$ cat src/rtl/amer_put_ctrl_if.sv
// Host-side register bus for amer_put_ctrl: parameter word writes, run request and result handshake.
// master = host driving the bus, slave = the controller.
interface amer_put_ctrl_if;
  logic        wr_en;
  logic [3:0]  wr_addr;
  logic [31:0] wr_data;
  logic        cmd_go;
  logic        busy;
  logic        res_valid;
  logic        res_ready;
  logic [63:0] result_out;

  modport master (
    output wr_en, wr_addr, wr_data, cmd_go, res_ready,
    input  busy, res_valid, result_out
  );

  modport slave (
    input  wr_en, wr_addr, wr_data, cmd_go, res_ready,
    output busy, res_valid, result_out
  );
endinterface

$ cat src/rtl/amer_put_ctrl.sv
// Host-side sequencer for the American-put engine: loads parameters, pulses start_s1/start_s2, captures the result.
// Optional cycle counter output run_cycles is enabled by defining AMER_PUT_CTRL_CYCLE_COUNT_EN.
module amer_put_ctrl #(
  parameter int unsigned INIT_CYCLES = 64,
  parameter int unsigned RUN_CYCLES  = 4000
) (
  input  logic               clk,
  input  logic               rst,
  amer_put_ctrl_if.slave     host,
  output logic [63:0]        p_up,
  output logic [63:0]        p_down,
  output logic [63:0]        log_lambda_up,
  output logic [63:0]        log_lambda_down,
  output logic [63:0]        K_over_S,
  output logic               start_s1,
  output logic               start_s2,
  input  logic [63:0]        eng_result
`ifdef AMER_PUT_CTRL_CYCLE_COUNT_EN
  ,
  output logic [31:0]        run_cycles
`endif
);

  typedef enum logic [2:0] {IDLE, S1, INIT, S2, RUN, CAPT, HOLD} state_t;

  localparam logic [23:0] INIT_LOAD = 24'(INIT_CYCLES - 1);
  localparam logic [23:0] RUN_LOAD  = 24'(RUN_CYCLES - 1);
  localparam int unsigned NUM_PARAMS = 5;

  state_t      state_q, state_d;
  logic [23:0] cnt_q, cnt_d;
  logic        busy_q, busy_d;
  logic        res_valid_q, res_valid_d;
  logic [63:0] result_q, result_d;
  logic        start_s1_q, start_s1_d;
  logic        start_s2_q, start_s2_d;
  logic        param_wr;
  logic [63:0] param_out [NUM_PARAMS];

  assign param_wr = (state_q == IDLE) && host.wr_en;

  // Each parameter owns an even/odd word-address pair; addresses 10..15 match nothing.
  for (genvar gi = 0; gi < NUM_PARAMS; gi++) begin : g_param
    localparam logic [3:0] LO_ADDR = 4'(2 * gi);
    localparam logic [3:0] HI_ADDR = 4'(2 * gi + 1);
    logic [63:0] param_q, param_d;

    always_comb begin
      param_d = param_q;
      if (param_wr && host.wr_addr == LO_ADDR) param_d[31:0]  = host.wr_data;
      if (param_wr && host.wr_addr == HI_ADDR) param_d[63:32] = host.wr_data;
    end

    always_ff @(posedge clk) begin
      if (rst) param_q <= '0;
      else     param_q <= param_d;
    end

    assign param_out[gi] = param_q;
  end

  assign p_up            = param_out[0];
  assign p_down          = param_out[1];
  assign log_lambda_up   = param_out[2];
  assign log_lambda_down = param_out[3];
  assign K_over_S        = param_out[4];

  always_comb begin
    state_d     = state_q;
    cnt_d       = cnt_q;
    busy_d      = busy_q;
    res_valid_d = res_valid_q;
    result_d    = result_q;
    start_s1_d  = 1'b0;
    start_s2_d  = 1'b0;
    case (state_q)
      IDLE: begin
        if (host.cmd_go) begin
          state_d    = S1;
          busy_d     = 1'b1;
          start_s1_d = 1'b1;
        end
      end
      S1: begin
        cnt_d   = INIT_LOAD;
        state_d = INIT;
      end
      INIT: begin
        if (cnt_q == '0) begin
          state_d    = S2;
          start_s2_d = 1'b1;
        end else begin
          cnt_d = cnt_q - 24'd1;
        end
      end
      S2: begin
        cnt_d = RUN_LOAD;
        if (RUN_CYCLES == 1) state_d = CAPT;
        else                 state_d = RUN;
      end
      // Leave one count early so the CAPT cycle itself is the last of the RUN_CYCLES window.
      RUN: begin
        cnt_d = cnt_q - 24'd1;
        if (cnt_q == 24'd1) state_d = CAPT;
      end
      CAPT: begin
        result_d    = eng_result;
        res_valid_d = 1'b1;
        state_d     = HOLD;
      end
      HOLD: begin
        if (host.res_ready) begin
          res_valid_d = 1'b0;
          busy_d      = 1'b0;
          state_d     = IDLE;
        end
      end
      default: state_d = IDLE;
    endcase
  end

  always_ff @(posedge clk) begin
    if (rst) begin
      state_q     <= IDLE;
      cnt_q       <= '0;
      busy_q      <= 1'b0;
      res_valid_q <= 1'b0;
      result_q    <= '0;
      start_s1_q  <= 1'b0;
      start_s2_q  <= 1'b0;
    end else begin
      state_q     <= state_d;
      cnt_q       <= cnt_d;
      busy_q      <= busy_d;
      res_valid_q <= res_valid_d;
      result_q    <= result_d;
      start_s1_q  <= start_s1_d;
      start_s2_q  <= start_s2_d;
    end
  end

  assign start_s1        = start_s1_q;
  assign start_s2        = start_s2_q;
  assign host.busy       = busy_q;
  assign host.res_valid  = res_valid_q;
  assign host.result_out = result_q;

`ifdef AMER_PUT_CTRL_CYCLE_COUNT_EN
  logic [31:0] cyc_cnt_q, cyc_cnt_d;

  // Starts at 1 so the accepting cycle is included in the count.
  always_comb begin
    cyc_cnt_d = cyc_cnt_q;
    if (state_q == IDLE && host.cmd_go)
      cyc_cnt_d = 32'd1;
    else if (state_q != IDLE && state_q != HOLD && cyc_cnt_q != 32'hFFFF_FFFF)
      cyc_cnt_d = cyc_cnt_q + 32'd1;
  end

  always_ff @(posedge clk) begin
    if (rst) cyc_cnt_q <= '0;
    else     cyc_cnt_q <= cyc_cnt_d;
  end

  assign run_cycles = cyc_cnt_q;
`endif

endmodule
$ cat src/flat_wrapper.sv
// flat-port wrapper written by rule: the top's interface ports become plain ports
module amer_put_ctrl_flat 
#(
  parameter int unsigned INIT_CYCLES = 64,
  parameter int unsigned RUN_CYCLES  = 4000
)
  (clk, rst, p_up, p_down, log_lambda_up, log_lambda_down, K_over_S, start_s1, start_s2, eng_result, host_wr_en, host_wr_addr, host_wr_data, host_cmd_go, host_res_ready, host_busy, host_res_valid, host_result_out);
  amer_put_ctrl_if host_i ();
  input  logic clk;
  input  logic rst;
  output logic [63:0] p_up;
  output logic [63:0] p_down;
  output logic [63:0] log_lambda_up;
  output logic [63:0] log_lambda_down;
  output logic [63:0] K_over_S;
  output logic start_s1;
  output logic start_s2;
  input  logic [63:0] eng_result;
  input wire logic [$bits(host_i.wr_en)-1:0] host_wr_en;
  input wire logic [$bits(host_i.wr_addr)-1:0] host_wr_addr;
  input wire logic [$bits(host_i.wr_data)-1:0] host_wr_data;
  input wire logic [$bits(host_i.cmd_go)-1:0] host_cmd_go;
  input wire logic [$bits(host_i.res_ready)-1:0] host_res_ready;
  output wire logic [$bits(host_i.busy)-1:0] host_busy;
  output wire logic [$bits(host_i.res_valid)-1:0] host_res_valid;
  output wire logic [$bits(host_i.result_out)-1:0] host_result_out;
  assign host_i.wr_en = host_wr_en;
  assign host_i.wr_addr = host_wr_addr;
  assign host_i.wr_data = host_wr_data;
  assign host_i.cmd_go = host_cmd_go;
  assign host_i.res_ready = host_res_ready;
  assign host_busy = host_i.busy;
  assign host_res_valid = host_i.res_valid;
  assign host_result_out = host_i.result_out;
  amer_put_ctrl #(.INIT_CYCLES(INIT_CYCLES), .RUN_CYCLES(RUN_CYCLES)) u_core (.clk(clk), .rst(rst), .host(host_i), .p_up(p_up), .p_down(p_down), .log_lambda_up(log_lambda_up), .log_lambda_down(log_lambda_down), .K_over_S(K_over_S), .start_s1(start_s1), .start_s2(start_s2), .eng_result(eng_result));
endmodule
$ cat config.mk
export PLATFORM = sky130hd
export DESIGN_NAME = amer_put_ctrl_flat
export DESIGN_NICKNAME = d
export VERILOG_FILES = /design/src/rtl/amer_put_ctrl_if.sv /design/src/rtl/amer_put_ctrl.sv /design/src/flat_wrapper.sv
export SDC_FILE = /design/constraint.sdc
export NUM_CORES = 1
export LEC_CHECK = 0
export CAP_MARGIN = 20
export CORE_AREA = 8 8 219 158
export CTS_BUF_LIST = sky130_fd_sc_hd__clkbuf_4 sky130_fd_sc_hd__clkbuf_8 sky130_fd_sc_hd__clkbuf_16
export CTS_CLUSTER_SIZE = 28
export DETAILED_ROUTE_END_ITERATION = 8
export DIE_AREA = 0 0 227 166
export GPL_ROUTABILITY_DRIVEN = 0
export MAX_ROUTING_LAYER = met4
export PLACE_DENSITY = 0.85
export SYNTH_ARGS = -nofsm -noshare
export SYNTH_HDL_FRONTEND = slang
export SYNTH_SLANG_ARGS = --single-unit
$ cat constraint.sdc
create_clock -name clk -period 3.2 [get_ports clk]
set_input_delay 0.64 -clock clk [delete_from_list [all_inputs] [get_ports clk]]
set_output_delay 0.64 -clock clk [all_outputs]
set_load 0.05 [all_outputs]
After elaboration in Yosys (flattened, before gate mapping)
Index checks and enable logic that the tools add are counted.

Input bits: 105. Flip-flop bits (word level): 415. Logic and storage cells: 77. Output and inout bits: 388.

$add $sub $neg: 1. Reduce and logical (&&, ||, !) cells: 23. Bitwise operators: 2. Eq/ne operators: 21. Multiplexer cells: 13.

Operator list (number): case mux 24 bit (4 select lines) (1); equality test 24 x 1 -> 1 bit, second input constant (1); zero test 24 bit (1); 2-to-1 mux 24 bit (1); subtractor 24 x 1 -> 24 bit, second input constant (1); case mux 3 bit (7 select lines) (1); equality test 4 x 3 -> 1 bit, second input constant (4); 2-to-1 mux 3 bit (4); logical AND 1 bit (11); equality test 3 bit, second input constant (3); equality test 4 x 2 -> 1 bit, second input constant (2); equality test 4 bit, second input constant (2); equality test 3 x 2 -> 1 bit, second input constant (2); inequality test 2 bit, second input constant (3); equality test 4 x 1 -> 1 bit, second input constant (1); zero test 4 bit (1); 2-to-1 mux 1 bit (4); inequality test 2 x 1 -> 1 bit, second input constant (2); case mux 1 bit (2 select lines) (2); AND reduction 2 bit (2); AND reduction 4 bit (1); nonzero test 2 bit (2); nonzero test 4 bit (1); OR reduction 2 bit (2); 4 further kinds (5).

Longest topological paths before layout
Gate-level depths: netlist of run 1.

Depth after elaboration: 3. Mapped depth: 8. Gate-level depth less buffers: 7.

Least setup slack after synthesis of run 1
Ideal clock, no wire load.

Kind: input-to-reg. From: in host_wr_en. To: reg u_core.g_param[4].param_q[10] (netlist: u_core.K_over_S[10]). Setup slack: 1.182 ns. Library setup time: 0.070 ns. Stages on the path: 7. Buffers on the path: 2. Arrival: 1.948 ns. Path through: or4b_4 nor3_2 and3b_1 buf_2 buf_6 nand2_1 a21oi_1.

Longest elaborated chain between the ends: 2.

Ends and longest elaborated chain: start, declared (RTL line flat_wrapper.sv:19) `input wire logic [$bits(host_i.wr_en)-1:0] host_wr_en;`; logical AND 1 bit (RTL line amer_put_ctrl.sv:40) `assign param_wr = (state_q == IDLE) && host.wr_en;`; logical AND 1 bit (RTL line amer_put_ctrl.sv:50) `if (param_wr && host.wr_addr == LO_ADDR) param_d[31:0] = host.wr_data;`; end signal, assigned (RTL line amer_put_ctrl.sv:56) `else param_q <= param_d;`; end, declared (RTL line amer_put_ctrl.sv:46) `logic [63:0] param_q, param_d;`.

Every way passes these cells. A chain may end at the register's enable or synchronous reset.

Worst setup path in the final report of run 1
From: reg u_core.state_q[2]. To: reg u_core.g_param[2].param_q[31] (netlist: u_core.log_lambda_up[31]).

Longest elaborated chain between the ends: 3.

Ends and longest elaborated chain: start, declared (RTL line amer_put_ctrl.sv:30) `state_t state_q, state_d;`; start signal, assigned (RTL line amer_put_ctrl.sv:132) `state_q <= state_d;`; zero test 3 bit (RTL line amer_put_ctrl.sv:40); logical AND 1 bit (RTL line amer_put_ctrl.sv:40); logical AND 1 bit (RTL line amer_put_ctrl.sv:50); end signal, assigned (RTL line amer_put_ctrl.sv:56); end, declared (RTL line amer_put_ctrl.sv:46).

Every way passes these cells.

==> key figures, run 1 <==
Status
  • Outcome: complete, no violations

Yosys
  • Post-Syn Nets: 2063
  • #FFs+latches synth: 415
  • Post-synth EDFFs: 0
  • Cell Area, Synth: 15360 um^2
  • Mean Syn Cell Area: 7.853 um^2
  • Synth warn: 0
  • Count of different cell masters after synthesis: 66
  • Synth Flop Type: dfxtp_1
  • Post-synthesis sequential area ratio: 54.09%
  • Async S/R FF share, synth: 0%
  • Cells after Synth: 1956

Clock network
  • CTS tree: yes
  • Clock transition at the registers of the reported paths: 0.07 ns
  • Worst-Skew Late Latency: 0.54 ns
  • Post-CTS sizing: 0
  • Cts hold-fix bufs: 0
  • CTS Buf Count: 39
  • H-tree level count: 2
  • # Post-CTS Setup Buffers: 0
  • Clock tree root buffer cell: clkbuf_16
  • Clock Path Buffers: 3
  • CTS sink count: 415

Setup path
  • Worst-path maximum fanout: 18
  • Reg2Reg Launch Point: u_core.state_q[2]
  • FF-to-FF End: u_core.log_lambda_up[31]
  • CP Capture Point: u_core.log_lambda_up[31]
  • CP Class: reg -> reg
  • Startpoint types: register
  • WP data required: 3.66 ns
  • Arrival time at the worst endpoint: 3.07 ns
  • Flop2flop setup slack: 0.60 ns
  • Crit. Startpoint: u_core.state_q[2]
  • Worst R2R Path Depth: 7
  • Setup crit end kind: register

Finish
  • Antenna diodes: 0
  • Area delta synth->final: 41.56%
  • Share of cells above drive strength 1: 5.912%
  • Nets: 2467
  • Fin cells: 2812
  • Most common cell after layout, fill and taps aside: nand2_1
  • Most frequent cells in the layout: 799 x nand2_1, 491 x clkdlybuf4s50_1, 415 x dfxtp_1, 399 x a21oi_1, 40 x clkbuf_16

Power
  • Internal power: 8.361 mW
  • Clock power frac: 40.4%
  • Sequential power share: 47.4%
  • Switching power: 2.996 mW
  • Sw Share: 26.38%
  • Leakage power: 7.205 nW
  • Comb power frac: 12.2%
  • Peak supply drop: 0.3964 mV
  • Pwr dens: 522.3 nW/um^2

Placement
  • IO Port Bufs: 492
  • Inst Count DP: 2746
  • Setup WS pre-CTS: 0.3192 ns
  • Placed wire-length estimate: 42.46 mm

GRT
  • Vias in the first global route: 14756
  • GRT Util Overall: 30.45%
  • Initial antenna violation count: 0
  • Largest net degree at the start of global routing: 117
  • GRT Residual Overflow: 0
  • First-pass GRT wire length: 86.97 mm

STA
  • Worst setup margin: 0.5966 ns
  • Slew @ Worst Pin: 1.022 ns
  • Fmax: 384.1 MHz
  • Tcrit/Tclk final: 81.36%
  • TNS Setup: 0 ns
  • RSZ-0062 raised after global routing: no
  • Fin. Hold Viols: 0
  • Clk_skew: 0.01250 ns
  • Min cycle time layout: 2.603 ns
  • Worst rel slew slack: 31.62%
  • Setup violators final: 0
  • Max-slew violations: 0

Route
  • First DRT Iteration DRCs: 1865
  • Pre-antenna DRT Iters: 6
  • Via count: 15569
  • Final WL: 59.79 mm
  • Residual DRC: 0
  • Antenna viol nets, final: 0
  • Avg WL per Cell: 21.26 um
  • Vias per cell: 5.537

Floorplanning
  • Die Wd: 227 um
  • Die ar.: 37680 um^2
  • Top Ports: 493
  • Std-Cell Rows: 55
  • Die Y: 166 um
  • Core Area: 31520 um^2
  • Starting Density: 48.73%

Min path
  • HP Class: reg -> reg

Job
  • Maxcap violations: 0
-- worst max-delay path: stages, from the launching register on --
cell and delay [ns]:
dfxtp_1 0.49, buf_4 0.26, or4b_4 0.59, nor3_2 0.29
and2_2 0.43, buf_4 0.25, nand2_1 0.07, a21oi_1 0.16
-- kinds of logic (layout without fill, tap and decap cells) --
logic type / Yosys count / after routing / synth area share [%]
and+or+nand+nor: 908 / 908 / 24.35
AOI/OAI and AO/OA: 440 / 440 / 15.32
DFF: 415 / 415 / 54.09
buffers and inverters: 177 / 606 / 5.205
muxes: 9 / 9 / 0.5865
xor gates and xnor gates: 5 / 5 / 0.2852
adders and majority gates: 2 / 2 / 0.1629
-- metal layers --
metal	track usage, %	part of all wire [%]
met5	-	0
met3	7.941	11
met2	49.32	47
met1	35.31	37
met4	13.36	5.1
-- final cells by class --
cell class / instances / area, um^2
Fill cell: 2421 / 9774
Timing Repair Buffer: 532 / 5343
Multi-Input combinational cell: 1364 / 6277
Inverter: 8 / 30.03
Sequential cell: 415 / 8308
Clock buffer: 56 / 1159
Clock inverter: 10 / 92.59
Tap cell: 427 / 534.3
-- worst min path at each step --
stage                                     startpoint                    endpoint  slack, ns  cells after the start
after floorplan                     u_core.cnt_q[23]            u_core.cnt_q[23]       0.44                      2
after global placement             u_core.p_down[11]           u_core.p_down[11]       0.44                      2
after detailed placement         u_core.K_over_S[58]         u_core.K_over_S[58]       0.45                      2
after CTS                 u_core.host.result_out[36]  u_core.host.result_out[36]       0.45                      2
after global routing             u_core.K_over_S[19]         u_core.K_over_S[19]       0.47                      2
final                     u_core.host.result_out[36]  u_core.host.result_out[36]       0.45                      2
-- registers in the layout (all words and copies together) (netlist names) --
signal and count:
u_core.log_lambda_up 64, u_core.log_lambda_down 64, u_core.state_q 3, u_core.start_s1 1, u_core.host.result_out 64, u_core.p_down 64
u_core.host.busy 1, u_core.p_up 64, u_core.host.res_valid 1, u_core.K_over_S 64, u_core.start_s2 1, u_core.cnt_q 24
-- per-stage QoR --
step / hold slack (ns) / total power [mW] / area, um^2 / util, %
final: 0.4535 / 11.36 / 21740 / 68.99
after global routing: 0.4675 / 11.69 / 21740 / 68.99
after CTS: 0.4538 / 11.37 / 21740 / 68.99
after detailed placement: 0.4456 / 6.845 / 20490 / 65.02
after global placement: 0.4404 / 6.810 / 20490 / 65.02
after floorplan: 0.4436 / 6.360 / 15360 / -
-- power groups by stage --
stage | Clock (mW) | Combinational (mW) | Sequential (mW)
CTS | 4.63 | 1.36 | 5.38
detailed placement | 0 | 1.35 | 5.49
floorplan | 0 | 0.713 | 5.65
global route | 4.84 | 1.46 | 5.39
finish | 4.59 | 1.39 | 5.38
global placement | 0 | 1.33 | 5.48
-- cell usage after synthesis (all sizes together), types with 3 or more instances --
library cell	instances	area, um^2
nand2	802	3013
dfxtp	415	8308
a21oi	399	1997
clkbuf	124	465.5
buf	45	304.1
nand3	13	65.06
nor2	13	51.30
nor3	13	80.08
mux2i	9	90.09
nor4	9	86.33
o21ai	9	60.06
or3	9	56.30
inv	8	30.03
and2	7	43.79
nand4	6	43.79
nor2b	6	37.54
and3	5	31.28
nand2b	5	31.28
or4	5	41.29
a2111oi	4	60.06
a211oi	4	35.03
o22ai	4	25.02
a31oi	3	18.77
nand3b	3	22.52
nor3b	3	43.79
xnor2	3	26.28
No activity file was read; power rests on OpenSTA's default activity.
==> run 2: changes to the inputs <==
CORE_AREA = 8 8 228 164   (was 8 8 219 158)
DIE_AREA = 0 0 236 172   (was 0 0 227 166)
PLACE_DENSITY = 0.79   (was 0.85)
clock period = 2.44 ns   (was 3.2 ns; I/O delays follow)
==> run 2 against run 1 <==
  * Final cell count grew 1.6%
  * Core utilization shrank 3.3 points
  * Critical path depth shrank 6
  * Count of clock-buffer cells in the layout grew 5
  * First-iteration DRC count shrank 23%
  * Worst setup slack lost 0.42 ns
  * Global-route usage shrank 1.6 points
  * Flip-flop and latch count is the same
  * Combinational power grew 36%
  * Total power grew 38%
  * Clock power grew 47%
  * Clock skew shrank 0.0021 ns
  * Critical path type is now reg -> out
==> key figures, run 2 (synthesis results as in run 1) <==
Clock network
  • # Post-CTS Setup Buffers: 0 (unchanged)
  • H-tree level count: 2 (unchanged)
  • CTS sink count: 415 (unchanged)
  • Cts hold-fix bufs: 0 (unchanged)
  • Clock tree root buffer cell: clkbuf_16
  • Worst-Skew Late Latency: 0.53 ns (about the same)
  • Clock Path Buffers: 3 (unchanged)
  • Clock transition at the registers of the reported paths: 0.06 ns (about the same)
  • CTS tree: yes
  • CTS Buf Count: 41 (+5.1%)

Floorplanning
  • Core Area: 34020 um^2 (+7.9%)
  • Die Wd: 236 um (+4.0%)
  • Die Y: 172 um (+3.6%)
  • Starting Density: 45.15% (-3.6 points)
  • Top Ports: 493 (unchanged)
  • Die ar.: 40590 um^2 (+7.7%)
  • Std-Cell Rows: 57 (+3.6%)

Finish
  • Fin cells: 2858 (+1.6%)
  • Most common cell after layout, fill and taps aside: nand2_1
  • Share of cells above drive strength 1: 7.202% (+1.3 points)
  • Antenna diodes: 0 (unchanged)
  • Area delta synth->final: 45.41%
  • Nets: 2495 (+1.1%)
  • Most frequent cells in the layout: 799 x nand2_1, 491 x clkdlybuf4s50_1, 415 x dfxtp_1, 398 x a21oi_1, 44 x buf_4

Setup path
  • Worst-path maximum fanout: 2 (-16)
  • FF-to-FF End: u_core.K_over_S[16]
  • Setup crit end kind: output port
  • Critical path's slowest cell: clkdlybuf4s50_1
  • Startpoint types: register
  • CP Class: reg -> out
  • Arrival time at the worst endpoint: 1.78 ns (-1.29 ns)
  • Worst R2R Path Depth: 6 (-1)
  • CP Buf/Inv Count: 1 (-1)
  • CP max stage delay: 0.85 ns (+0.26 ns)
  • CP cell instances: clkdlybuf4s50_1
  • Reg2Reg Launch Point: u_core.state_q[0]
  • WP data required: 1.95 ns (-1.71 ns)
  • Flop2flop setup slack: 0.18 ns (-0.42 ns)
  • CP delay by family, top: buffers and inverters

STA
  • Min cycle time layout: 2.264 ns
  • Worst rel slew slack: 46.11% (+14 points)
  • Slew @ Worst Pin: 0.8059 ns (-0.2161 ns)
  • RSZ-0062 raised after global routing: no
  • Fin. Hold Viols: 0 (unchanged)
  • Setup violators final: 0 (unchanged)
  • TNS Setup: 0 ns (unchanged)
  • Tcrit/Tclk final: 92.79%
  • Clk_skew: 0.01042 ns (-0.002085 ns)
  • Max-slew violations: 0 (unchanged)
  • Fmax: 441.7 MHz

Min path
  • Worst hold start: rst
  • WHS Endpoint: u_core.host.result_out[63]
  • HP Class: in -> reg
  • Hold Crit Depth: 2 (unchanged)

Route
  • Pre-antenna DRT Iters: 7 (+1)
  • Vias per cell: 5.423 (-2.1%)
  • Routed met2 length: 28.11 mm (+0.73%)
  • Top layer used by detailed routing: met4
  • Wire length on met3: 6.150 mm (-7.6%)
  • Antenna viol nets, final: 0 (unchanged)
  • Via count: 15498 (-0.46%)
  • Final WL: 60.16 mm (+0.61%)
  • Avg WL per Cell: 21.05 um (-1.0%)
  • First DRT Iteration DRCs: 1445 (-23%)
  • Residual DRC: 0 (unchanged)
  • Wire length on met1: 23.39 mm (+5.3%)

GRT
  • Largest net degree at the start of global routing: 148 (+26%)
  • GRT Util Overall: 28.89% (-1.6 points)
  • First-pass GRT wire length: 90.02 mm (+3.5%)
  • Initial antenna violation count: 0 (unchanged)
  • GRT Residual Overflow: 0 (unchanged)
  • Vias in the first global route: 15254 (+3.4%)

Power
  • Peak supply drop: 0.5223 mV (+32%)
  • Pwr dens: 703.0 nW/um^2 (+35%)
  • Leakage power: 7.483 nW (+3.8%)

Job
  • Maxcap violations: 0 (unchanged)

Placement
  • Inst Count DP: 2787 (+1.5%)
  • Placed wire-length estimate: 43.09 mm (+1.5%)
  • IO Port Bufs: 492 (unchanged)

Status
  • Outcome: complete, no violations
==> run 2: final cells by class <==
class	instances	area (um^2)
fill	2709	11680
timing repair buffer	558	5700
tap	442	553.0
clock buffer	61	1292
inverter	8	30.03
clock inverter	10	163.9
sequential	415	8308
multi-input combinational	1364	6287
==> run 2: per-stage QoR <==
step	power, mW	utilization, %	hold WS [ns]	setup WS, ns	instance area, um^2
global route	16.22	65.66	0.3738	0.07949	22340
detailed placement	9.046	61.36	0.4456	-0.1729	20870
CTS	15.78	65.64	0.3427	0.03486	22330
finish	15.70	65.66	0.3464	0.1759	22340
floorplan	8.341	-	0.4436	0.4808	15360
global placement	8.997	61.36	0.4405	-0.1042	20870
==> run 2: per-layer routing <==
| metal | track usage [%] | up-vias |
|---|---|---|
| met4 | 12.08 | 0 |
| met3 | 7.866 | 154 |
| met1 | 34.41 | 7335 |
| met5 | - | - |
| li1 | - | 7240 |
| met2 | 46.32 | 769 |
==> run 2: timing repair <==
action / CTS / global route
gates resized for setup: 0 / 2
endpoints found under the setup margin: 0 / 3
hold endpoints to repair: 0 / 0
==> run 2: how the worst max path moves through the flow <==
stage / start / end / cells after the start
2_1_floorplan: u_core.cnt_q[0] / u_core.cnt_q[7] / 8
3_3_place_gp: host_wr_en / u_core.log_lambda_up[30] / 7
3_5_place_dp: host_wr_en / u_core.log_lambda_up[8] / 7
4_1_cts: u_core.state_q[0] / u_core.cnt_q[21] / 5
5_1_grt: u_core.state_q[0] / u_core.cnt_q[21] / 5
6_report: u_core.K_over_S[52] / K_over_S[52] / 1
==> run 2: power by group <==
group          total [mW]  internal [mW]  switching, mW
clock                6.76           4.09           2.67
combinational        1.89          0.694           1.20
sequential           7.05           6.91          0.139
